==> config.mk <==
export PLATFORM = sky130hd
export DESIGN_NAME = mul_exec_pipe
export DESIGN_NICKNAME = d
export VERILOG_FILES = /design/src/rtl/mul_exec_pipe.sv
export SDC_FILE = /design/constraint.sdc
export NUM_CORES = 2
export LEC_CHECK = 0
export BUFFER_PORTS_ARGS = -buffer_cell sky130_fd_sc_hd__buf_2
export CELL_PAD_IN_SITES_DETAIL_PLACEMENT = 1
export CELL_PAD_IN_SITES_GLOBAL_PLACEMENT = 1
export CORE_MARGIN = 2
export CORE_UTILIZATION = 46
export CTS_BUF_LIST = sky130_fd_sc_hd__clkbuf_8 sky130_fd_sc_hd__clkbuf_16
export DETAILED_ROUTE_END_ITERATION = 16
export PLACE_DENSITY = 0.78
export SYNTH_ARGS = -nofsm -noshare
export SYNTH_HDL_FRONTEND = slang
export SYNTH_SLANG_ARGS = --single-unit
==> constraint.sdc <==
create_clock -name clk -period 11.1 [get_ports clk]
set_input_delay 2.775 -clock clk [delete_from_list [all_inputs] [get_ports clk]]
set_output_delay 2.775 -clock clk [all_outputs]
set_load 0.02 [all_outputs]
==> src/rtl/mul_exec_pipe.sv <==
// Pipelined RV32M multiply lane: product formed at issue, then carried through
// LATENCY stall-able stages with flush and writeback backpressure.
module mul_exec_pipe #(
   parameter int XLEN      = 32,
   parameter int LATENCY   = 3,
   parameter int PREG_W    = 6,
   parameter int RS_IDX_W  = 5,
   parameter int ROB_IDX_W = 6
) (
   input  logic                 clk,
   input  logic                 rst,
   input  logic                 in_valid,
   output logic                 in_ready,
   input  logic [1:0]           in_op,
   input  logic [XLEN-1:0]      in_src1,
   input  logic [XLEN-1:0]      in_src2,
   input  logic [PREG_W-1:0]    in_dst_reg,
   input  logic [RS_IDX_W-1:0]  in_rs_entry,
   input  logic [ROB_IDX_W-1:0] in_rob_idx,
   input  logic                 flush,
   output logic                 wb_valid,
   input  logic                 wb_ready,
   output logic [XLEN-1:0]      wb_dst_val,
   output logic [PREG_W-1:0]    wb_dst_index,
   output logic [ROB_IDX_W-1:0] wb_rob_idx,
   output logic                 rs_free_en,
   output logic [RS_IDX_W-1:0]  rs_free_entry
);

   logic [LATENCY-1:0]   vld_q, vld_d;
   logic [XLEN-1:0]      res_q [LATENCY];
   logic [XLEN-1:0]      res_d [LATENCY];
   logic [PREG_W-1:0]    dst_q [LATENCY];
   logic [PREG_W-1:0]    dst_d [LATENCY];
   logic [RS_IDX_W-1:0]  rse_q [LATENCY];
   logic [RS_IDX_W-1:0]  rse_d [LATENCY];
   logic [ROB_IDX_W-1:0] rob_q [LATENCY];
   logic [ROB_IDX_W-1:0] rob_d [LATENCY];

   logic                 stall;
   logic                 sx1, sx2;
   logic [2*XLEN-1:0]    a_ext, b_ext, prod;
   logic [XLEN-1:0]      op_res;

   // Extending straight to 2*XLEN gives the same low 2*XLEN product bits as the
   // (XLEN+1)-bit signed form, so a plain modular multiply suffices.
   always_comb begin
      sx1    = (in_op == 2'b01) || (in_op == 2'b10);
      sx2    = (in_op == 2'b01);
      a_ext  = {{XLEN{sx1 & in_src1[XLEN-1]}}, in_src1};
      b_ext  = {{XLEN{sx2 & in_src2[XLEN-1]}}, in_src2};
      prod   = a_ext * b_ext;
      op_res = (in_op == 2'b00) ? prod[XLEN-1:0] : prod[2*XLEN-1:XLEN];
   end

   assign stall    = vld_q[LATENCY-1] & ~wb_ready;
   assign in_ready = ~stall;

   always_comb begin
      vld_d = vld_q;
      res_d = res_q;
      dst_d = dst_q;
      rse_d = rse_q;
      rob_d = rob_q;
      if (flush) begin
         vld_d = '0;
      end else if (!stall) begin
         vld_d[0] = in_valid;
         res_d[0] = op_res;
         dst_d[0] = in_dst_reg;
         rse_d[0] = in_rs_entry;
         rob_d[0] = in_rob_idx;
         for (int i = 1; i < LATENCY; i++) begin
            vld_d[i] = vld_q[i-1];
            res_d[i] = res_q[i-1];
            dst_d[i] = dst_q[i-1];
            rse_d[i] = rse_q[i-1];
            rob_d[i] = rob_q[i-1];
         end
      end
   end

   always_ff @(posedge clk) begin
      if (rst) begin
         vld_q <= '0;
         for (int i = 0; i < LATENCY; i++) begin
            res_q[i] <= '0;
            dst_q[i] <= '0;
            rse_q[i] <= '0;
            rob_q[i] <= '0;
         end
      end else begin
         vld_q <= vld_d;
         res_q <= res_d;
         dst_q <= dst_d;
         rse_q <= rse_d;
         rob_q <= rob_d;
      end
   end

   // Flushed uops never reach writeback nor free their scheduler entry.
   assign wb_valid      = vld_q[LATENCY-1] & ~flush;
   assign rs_free_en    = wb_valid & wb_ready;
   assign wb_dst_val    = res_q[LATENCY-1];
   assign wb_dst_index  = dst_q[LATENCY-1];
   assign wb_rob_idx    = rob_q[LATENCY-1];
   assign rs_free_entry = rse_q[LATENCY-1];

endmodule
==> flow_summary.yaml <==
clock_tree:
  clock_path_buffers: 2
  htreeDepth: 4
  postCtsHoldBufs: 0
  cts-buffers-inserted: 17
  post-cts-setup-buffers: 0
  clk_pin_slew_ps: 70
  cts_tree: "done"
  clockRootBuffer: "clkbuf_16"
  clock_latency_ps: 420
  clock-sinks: 150
run:
  cap_viol_max_count: 0
floorplan:
  die_w_um: 313
  core_sq_mm: 0.0949
  die_h_um: 313
  ios: 140
  rows: 113
  die_area_sq_mm: 0.0980
  start_util: 0.463
synth:
  synth_xor_area_frac: 0.0136
  yosysWarnings: 0
  synth_top_family_by_area: "adder cells"
  synth_edf_count: 0
  synthAdderAreaFrac: 0.573
  synth_compound_area_frac: 0.0516
  ys.flop_type: "dfxtp_1"
  netlist_instances: 5029
  syn_avg_cell_area_sq_um: 8.74
  synth.distinct_cells: 68
  synth_area_sq_mm: 0.0440
  synthMuxAreaShare: 0.00279
  ys_seq_area_frac: 0.0683
  syn-num-nets: 6456
  async_reset_ff_frac: 0
  ys_ff_latch: 150
  yosys.area_share.simple: 0.156
place:
  place_hpwl_um: 116000
  globalplace.congestion: 0.953
  io_buffers: 139
layout:
  nFillCells: 11200
  final_common_cell: "inv_1"
  layout_common_cells: "inv_1, fa_1, nand2_1"
  layout-drive-gt1-share: 0.0686
  diodes: 0
  synthToLayoutAreaGrowth_pct: 6.11
  nNetsFinal: 6430
route:
  viasPerCell: 5.33
  post_drt_wl_per_cell_um: 22.0
  drc_errors: 0
  drt.antenna.violating_nets: 0
  wl_um: 138000
  drt-initial-drc-count: 2019
  firstDrtPassIters: 6
  dr_total_vias: 33500
global_routing:
  grtUsageTotal: 0.293
  antenna_found_initial: 2
  grt_pass1_wl_um: 221000
  grt_max_degree: 83
  grt_pass1_vias: 39000
  overflow: 0
hold_path:
  min_delay_path_depth: 2
  hp-class: "register to register"
timing:
  slew_headroom: 0.303
  report.final.setup_viol: 0
  hold_violations: 0
  finalMaxSlewViolations: 0
  fmax_ghz: 0.0933
  fin_skew_ps: 10.8
  min_period_ps: 10720
  worst-slew-pin-transition_ps: 1050
  setup_tns_ps: 0
  final.period_utilization: 0.966
  grt_setup_unrepaired: "no"
worst_setup_path:
  cp.depth: 33
  worstSetupPathType: "input port to register"
  cp_top_family: "adder cells"
  crit_arrival_ps: 10990
  cp.buffers_inverters: 12
  critPathMaxStageDelay_ps: 560
  crit_path_start_kind: "input port"
  reg2regPathDepth: 6
  end_kind: "register"
  cp.required_ps: 11370
  path_max_fanout: 11
  crit_slowest_cell: "fa_2"
status:
  status: "finished, final reports clean"
==> worst paths after layout <==
check / slack [ps] / endpoint / start
hold reg to reg: 440 / wb_dst_index[5] / dst_q[11]
setup / recovery: 380 / res_q[91] / in_op[1]
setup reg to reg: 8240 / res_q[85] / vld_q[2]
hold / removal: 440 / wb_dst_index[5] / dst_q[11]
==> cells by family after synthesis <==
kind of cell | Yosys count
adder cells (fa/ha/maj) | 1339
AO/OA/AOI/OAI | 379
buffers and inverters | 1524
XOR/XNOR | 68
AND/OR/NAND/NOR | 1557
flip-flops | 150
multiplexers | 12
==> synthesized netlist by cell type (5+ instances only) <==
master,n,share of area
inv_1,1193,0.10
fa_1,1125,0.51
nand2_1,1065,0.091
and2_1,280,0.040
clkbuf_1,269,0.023
ha_1,214,0.061
a21oi_1,203,0.023
dfxtp_1,150,0.068
nor2_1,94,0.0080
o21ai_0,51,0.0058
buf_4,49,0.0084
xnor2_1,41,0.0082
xor2_1,27,0.0054
a21o_1,22,0.0038
and3_1,21,0.0030
nor3_1,21,0.0024
nand3_1,16,0.0018
a211oi_1,15,0.0026
nand4_1,13,0.0019
o211ai_1,13,0.0022
mux2i_1,10,0.0023
or2_2,10,0.0014
a31oi_1,8,0.0011
buf_1,7,0.00060
nor4_1,7,0.0010
o21a_1,7,0.0012
o21bai_1,7,0.0012
buf_2,6,0.00068
nand2b_1,6,0.00085
o22ai_1,6,0.00085
nor2b_1,5,0.00071
or3_1,5,0.00071
==> layer usage <==
layer / up-vias / GRT usage / part of all wire
met5: - / 0 / 0.000072
met4: 2 / 0.117 / 0.048
met3: 350 / 0.0402 / 0.057
met2: 1038 / 0.508 / 0.50
met1: 17600 / 0.371 / 0.40
li1: 14400 / - / -
==> sequential cells by signal (all words and copies together) (netlist names) <==
name,count
wb_dst_val,32
wb_dst_index,6
rob_q,12
vld_q,3
wb_rob_idx,6
rse_q,10
res_q,64
dst_q,12
rs_free_entry,5
==> timing repair <==
item / 4_1_cts / 5_1_grt
hold endpoints to repair: 0 / 0
setup endpoints to repair: 0 / 2
gates resized for setup: 0 / 2
==> per-stage QoR <==
| step | hold slack [ps] | utilization | cells | cell area, sq um | worst slack, ps |
|---|---|---|---|---|---|
| final | 445 | 0.492 | 6281 | 46600 | 380 |
| after global routing | 464 | 0.492 | 6281 | 46600 | 28.4 |
| after CTS | 448 | 0.492 | 6281 | 46600 | 315 |
| after detailed placement | 444 | 0.485 | 6249 | 46000 | -137 |
| after floorplan | 429 | - | 5029 | 44000 | 48.4 |
| after global placement | 438 | 0.485 | 6249 | 46000 | 103 |
==> cell type report <==
class                           count  area [sq um]  share of cell area
Clock buffer                       17           425             0.00912
Clock inverter                     15           196             0.00421
Inverter                         1193          4480              0.0960
Multi-Input combinational cell   3355         35100               0.752
Sequential cell                   150          3000              0.0644
Tap cell                         1265          1580              0.0339
Timing Repair Buffer              286          1890              0.0405
==> worst min-delay path, cell delays in order (launching register included) <==
cell and delay [ps]:
dfxtp_1 310, nand2_1 50, a21oi_1 50
Power is left out: the tool's default activity adds up to more than one toggle a clock period on the data nets, which glitch-free logic cannot reach.
